### config.mk
export PLATFORM = sky130hd
export DESIGN_NAME = gate_multi_multi_seq
export DESIGN_NICKNAME = d
export VERILOG_FILES = /design/src/rtl/gate_multi_multi_seq.sv
export SDC_FILE = /design/constraint.sdc
export NUM_CORES = 1
export LEC_CHECK = 0
export ABC_AREA = 1
export CAP_MARGIN = 10
export CORE_AREA = 2 2 39 41
export CTS_CLUSTER_DIAMETER = 200
export CTS_CLUSTER_SIZE = 14
export DETAILED_ROUTE_END_ITERATION = 8
export DIE_AREA = 0 0 41 43
export RECOVER_POWER = 100
export SYNTH_ARGS = -nofsm -noshare
export SYNTH_HDL_FRONTEND = slang
export SYNTH_SLANG_ARGS = --single-unit
### constraint.sdc
create_clock -name clk -period 1.1 [get_ports clk]
set_input_delay 0.22 -clock clk [delete_from_list [all_inputs] [get_ports clk]]
set_output_delay 0.22 -clock clk [all_outputs]
set_load 0.05 [all_outputs]
### src/rtl/gate_multi_multi_seq.sv
// Registered multi-input gate driving OUTPUT_COUNT outputs as a replicated level or a
// one-hot trigger sweep, with a per-tick limiter on how many result changes may fire.
module gate_multi_multi_seq #(
  parameter int INPUT_COUNT  = 2,
  parameter int OUTPUT_COUNT = 2,
  parameter int FUNC         = 1,
  parameter int OUT_MODE     = 0,
  parameter int MAX_FIRES    = 4
) (
  input  logic                    clk,
  input  logic                    logic_reset,
  input  logic                    tick,
  input  logic [INPUT_COUNT-1:0]  in,
  output logic [OUTPUT_COUNT-1:0] out,
  output logic                    result,
  output logic                    busy,
  output logic                    overflow
);

  localparam int CNT_W = (MAX_FIRES > 0) ? $clog2(MAX_FIRES + 1) : 1;
  localparam int IDX_W = (OUTPUT_COUNT > 1) ? $clog2(OUTPUT_COUNT) : 1;

  function automatic logic gate_eval(input logic [INPUT_COUNT-1:0] v);
    case (FUNC)
      0:       gate_eval = &v;
      1:       gate_eval = |v;
      2:       gate_eval = ^v;
      3:       gate_eval = ~&v;
      4:       gate_eval = ~|v;
      default: gate_eval = ~^v;
    endcase
  endfunction

  logic             eval;
  logic             change;
  logic             absorb;
  logic             judge;
  logic             accept;
  logic             reject;
  logic [CNT_W-1:0] fire_cnt;
  logic [CNT_W-1:0] cnt_base;

  assign eval     = gate_eval(in);
  assign change   = (eval != result);
  // Tick clears the counter before the same-cycle event is judged.
  assign cnt_base = tick ? '0 : fire_cnt;
  assign judge    = change && !absorb;
  assign accept   = judge && ((MAX_FIRES == 0) || (cnt_base < CNT_W'(MAX_FIRES)));
  assign reject   = judge && !accept;

  always_ff @(posedge clk or posedge logic_reset) begin
    if (logic_reset) begin
      result   <= gate_eval('0);
      fire_cnt <= '0;
      overflow <= 1'b0;
    end else begin
      result   <= eval;
      fire_cnt <= (accept && (MAX_FIRES != 0)) ? cnt_base + CNT_W'(1) : cnt_base;
      overflow <= overflow | reject;
    end
  end

  generate
    if (OUT_MODE == 1) begin : g_pulse
      typedef enum logic {IDLE, SWEEP} state_t;
      state_t           state, state_n;
      logic [IDX_W-1:0] idx, idx_n;
      logic             pending, pending_n;

      always_ff @(posedge clk or posedge logic_reset) begin
        if (logic_reset) begin
          state   <= IDLE;
          idx     <= '0;
          pending <= 1'b0;
        end else begin
          state   <= state_n;
          idx     <= idx_n;
          pending <= pending_n;
        end
      end

      always_comb begin
        state_n   = state;
        idx_n     = idx;
        pending_n = pending;
        case (state)
          IDLE: begin
            if (accept) begin
              state_n = SWEEP;
              idx_n   = '0;
            end
          end
          default: begin
            if (idx == IDX_W'(OUTPUT_COUNT - 1)) begin
              // A queued (or just-accepted) event restarts the sweep with no gap.
              idx_n     = '0;
              pending_n = 1'b0;
              if (!(pending || accept)) state_n = IDLE;
            end else begin
              idx_n = idx + IDX_W'(1);
              if (accept) pending_n = 1'b1;
            end
          end
        endcase
      end

      assign absorb = (state == SWEEP) && pending;
      assign busy   = (state == SWEEP);
      assign out    = busy ? (OUTPUT_COUNT'(1) << idx) : '0;
    end else begin : g_level
      logic [OUTPUT_COUNT-1:0] level_q;

      always_ff @(posedge clk or posedge logic_reset) begin
        if (logic_reset) level_q <= '0;
        else if (accept) level_q <= {OUTPUT_COUNT{eval}};
      end

      assign absorb = 1'b0;
      assign busy   = 1'b0;
      assign out    = level_q;
    end
  endgenerate

endmodule
Yosys cells after proc, flatten, opt, wreduce, memory -nomap -nowiden
Cells that the tools add are included.

operators by class
  add/subtract/negate cells = 1
  multipliers = 0
  bitwise gates (word level) = 1
  equality and inequality tests = 1
  $lt $le $gt $ge = 1
  reductions and logical operators = 4
  mux-type cells = 2
  shift-type cells = 0
  divide/modulo/power cells = 0

operator list
  kind                                                            number
  3-bit two-way mux                                               2
  3-bit by 1-bit adder with 3-bit output (second input constant)  1
  3-bit less-than comparator (second input constant)              1
  1-bit logical AND                                               2
  2-bit OR reduction                                              1
  1-bit zero test                                                 1
  1-bit != test                                                   1
  1-bit OR                                                        1

word-level totals
  bits of input ports = 5
  memory bits (read-only) = 0
  memories = 0
  latch bits = 0
  bits in registers = 6
  word-level logic and storage cells = 14
  output and inout bits = 5
  bits in writable memories = 0

Longest topological paths before layout
Gate-level depths: netlist (run 1).

  word-level depth = 6
  gate-level depth with buffers = 6
  gate-level depth less buffers = 6

Worst setup path before layout (run 1)
Ideal clock, no wire load.

  kind = reg2reg
  start = register result
  end = register, netlist name out[0]
  required time = 1,035 ps
  clock period less this slack = 1,169 ps
  path slack = -69 ps
  stages on the path, launching flop included = 7
  setup time = 65 ps
  arrival = 1,104 ps
  buffers on the path = 0
  cell sequence = dfrtp_1 -> inv_1 -> o21ai_2 -> nand2_4 -> nand2_4 -> nand2_1 -> nand2_1

between the ends
  word-level cells in the longest chain between the ends = 2

RTL lines
  item                      line  text
  start: declaration        15    output logic result,
  start signal: assignment  53    result <= gate_eval('0);
  start signal: assignment  57    result <= eval;
  1-bit != test             44    assign change = (eval != result);
  1-bit logical AND         48    assign accept = judge && ((MAX_FIRES == 0) || (cnt_base < CNT_W'(MAX_FIRES)));

No other way between the ends.
A chain may end at the register's enable or synchronous reset.

Worst setup path in the final report (run 1)
  start = register, netlist name out[0]
  end = output out[0]

RTL lines
  item              line  text
  end: declaration  14    output logic [OUTPUT_COUNT-1:0] out,

No word-level cell between the ends.

==> summary.txt, run 1 <==
Outcome
  – Run status: complete, no violations

Synthesis
  – Synth top cells by count: nand2_1 (11), dfrtp_1 (6), inv_1 (6)
  – Top post-synthesis cells by area: dfrtp_1 (47%), nand2_1 (13%), inv_1 (7.1%)
  – Most common cell in the netlist: nand2_1
  – Top FF cell, synth: dfrtp_1
  – Total nets after synthesis: 44
  – Mapped Cells: 38
  – Distinct cells, synth: 13
  – Post-synth top area cell: dfrtp_1
  – Post-Syn Area per Cell: 8.33 µm²
  – Synth Register Bits: 6
  – Top-area cell type share of the netlist area: 0.474
  – Number of synthesized flops with an enable pin: 0
  – Share of the yosys chip area belonging to registers: 0.474
  – Netlist Area Pre-Place: 317 µm²
  – Yosys warnings: 0
  – FFs w/ async S/R, synth: 1.00

Placed design
  – Placed insts: 63
  – GPL Wtd Cong: 0.695
  – Place WS: -0.312 ns
  – Port bufs: 8
  – HPWL Detailed: 427 µm

Detailed routing
  – Via count: 257
  – Post-DR wirelength/cell: 8.16 µm
  – Residual DRC: 0
  – Number of vias per cell: 3.84
  – Final WL: 547 µm
  – Initial DRC Count: 1
  – First drt pass iteration count: 2
  – Antenna Nets Post-Route: 0

Pwr
  – P_int: 0.460 mW
  – Clock share of power: 0.332
  – Peak VDD IR: 0.434 mV
  – Switching share of power: 0.294
  – Final Total Pwr: 0.652 mW
  – Logic pwr share: 0.277
  – Leak: 0.265 nW
  – PD cells: 1360 mW/mm²
  – Sequential power share: 0.392
  – Switch Pwr: 0.192 mW

Floorplanning
  – Initial Util: 0.229
  – Die Width: 41 µm
  – Chip Height: 43 µm
  – Row count: 14
  – Full die area: 0.00176 mm²
  – Core area: 0.00138 mm²
  – IO Count: 10

Critical path
  – Reg2reg end: fire_cnt[1]
  – Slowest cell delay on critical path: 0.44 ns
  – CP bufs+invs: 1
  – Crit-path slowest cell: dfrtp_2
  – Worst Path Required: 0.88 ns
  – Critical Path AT: 0.85 ns
  – Worst setup EP type: output pin
  – CP Max Fanout: 3
  – Worst Setup SP: out[0]
  – Critical setup path kind: reg -> out
  – CP cell instances: buf_12
  – Reg2reg path depth: 5
  – CP endpoint: out[0]
  – Stages on worst setup path: 1
  – Worst Setup Start Kind: flip-flop
  – R2R Path Start: fire_cnt[0]
  – Crit path max-delay family: flip-flops
  – Worst R2R Setup Slack: 0.09 ns

CTS
  – CTS buffer count: 3
  – Clock root buffer: clkbuf_4
  – Reg clk slew, reported paths: 0.05 ns
  – Postcts setup bufs: 0
  – Clock Latency Late Sink: 0.24 ns
  – CTS tree: done
  – H-tree Lvls: 1
  – Clock sinks: 6
  – Hold_buf cts: 0
  – Clock buffer depth: 2

Layout
  – Post-layout net count: 58
  – Final non-filler cell total: 67
  – Syn-to-layout area delta: 51.8%
  – Final Util: 0.347
  – Diode count: 0
  – Layout cells sized above 1: 0.353

Global routing
  – Final global-route overflow total: 0
  – Initial antenna violation count: 0
  – Vias in the first global route: 270
  – GRT Util Overall: 0.0857
  – First-pass GRT wire length: 1020 µm
  – Largest net degree at the start of global routing: 7

Timing
  – RSZ-0062 raised after global routing: false
  – Final Hold Vio Count: 0
  – Worst Clk Skew: 0.00410 ns
  – Crit path time final: 1.07 ns
  – Final worst slack: 0.0338 ns
  – WHS: 0.249 ns
  – Highest clock rate: 938 MHz
  – Max-slew violation count: 0
  – Crit share post-route: 0.969
  – Final setup viols: 0

Worst hold path
  – Min-Delay Path Class: in -> reg
  – Hold_sp: in[0]

Run
  – Max-cap violations: 0
==> state kept, by name, indices dropped and copies added, names as in the netlist <==
register  flops
fire_cnt      3
overflow      1
out           1
result        1
==> area by class of cell <==
class | count | area (µm²)
clock buffers | 4 | 26.3
fillers | 147 | 903
inverters | 7 | 26.3
multi-input cells | 23 | 124
flip-flops and latches | 6 | 153
well taps | 16 | 20.0
repair buffers | 11 | 131
==> power by group through the flow <==
stage | logic (mW) | clock network, mW | registers, mW
2_1_floorplan | 0.0819 | 0 | 0.275
3_3_place_gp | 0.182 | 0 | 0.257
3_5_place_dp | 0.184 | 0 | 0.258
4_1_cts | 0.183 | 0.225 | 0.255
5_1_grt | 0.196 | 0.236 | 0.257
6_report | 0.180 | 0.216 | 0.255
==> through the flow <==
stage,setup TNS [ns],area (µm²)
final,0,480
after global routing,0,480
after CTS,0,492
after detailed placement,-1.17,467
after global placement,-1.11,467
after floorplan,0,319
==> layout by cell type, fill, tap and decap left out <==
| master | count |
|---|---|
| nand2_2 | 2 |
| o21ai_1 | 1 |
| dlygate4sd2_1 | 1 |
| dfrtp_1 | 4 |
| clkbuf_1 | 1 |
| clkbuf_4 | 4 |
| dlygate4sd3_1 | 1 |
| ha_1 | 1 |
| buf_4 | 3 |
| nor2_1 | 1 |
| nand2_1 | 10 |
| buf_12 | 3 |
| inv_1 | 6 |
| dlymetal6s2s_1 | 1 |
| inv_2 | 1 |
| nand3_1 | 4 |
| clkdlybuf4s50_1 | 1 |
| nor2_2 | 1 |
| nand2_4 | 2 |
| conb_1 | 1 |
| dfrtp_2 | 2 |
==> cell families after synthesis <==
logic type | share of synthesized area
and+or+nand+nor | 0.316
buffers and inverters | 0.130
other | 0.0118
AOI/OAI and AO/OA | 0.0277
DFF | 0.474
adders and majority gates | 0.0395
==> per-layer routing <==
metal | global-route usage | up-vias | share of wire
met5 | 0 | - | 0
met4 | 0.0600 | 0 | 0
met3 | 0.0314 | 0 | 0.077
met2 | 0.109 | 6 | 0.44
met1 | 0.114 | 115 | 0.48
li1 | - | 136 | -
==> worst min path at each step <==
| stage | endpoint | slack, ns | cells past startpoint |
|---|---|---|---|
| 3_3_place_gp | overflow | 0.46 | 2 |
| 5_1_grt | result | 0.27 | 3 |
| 2_1_floorplan | fire_cnt[0] | 0.01 | 1 |
| 4_1_cts | overflow | 0.20 | 2 |
| 6_report | result | 0.25 | 3 |
| 3_5_place_dp | overflow | 0.46 | 2 |
==> timing repair <==
action | in CTS | in global routing
resized for setup | 1 | 2
pin swaps | 0 | 1
setup endpoints to repair | 3 | 3
Power figures use the tool's default switching activity.
==> inputs of run 2 (changes only) <==
CAP_MARGIN = 0   (was 10)
MAX_ROUTING_LAYER = met4   (was default)
==> results of run 2 <==
The final DEF is identical to that of run 1; final timing and power are the same.
Main changes from that run: final weighted congestion in routability-driven placement 0.695 -> 0.703; overall routing resource usage 0.0857 -> 0.0878
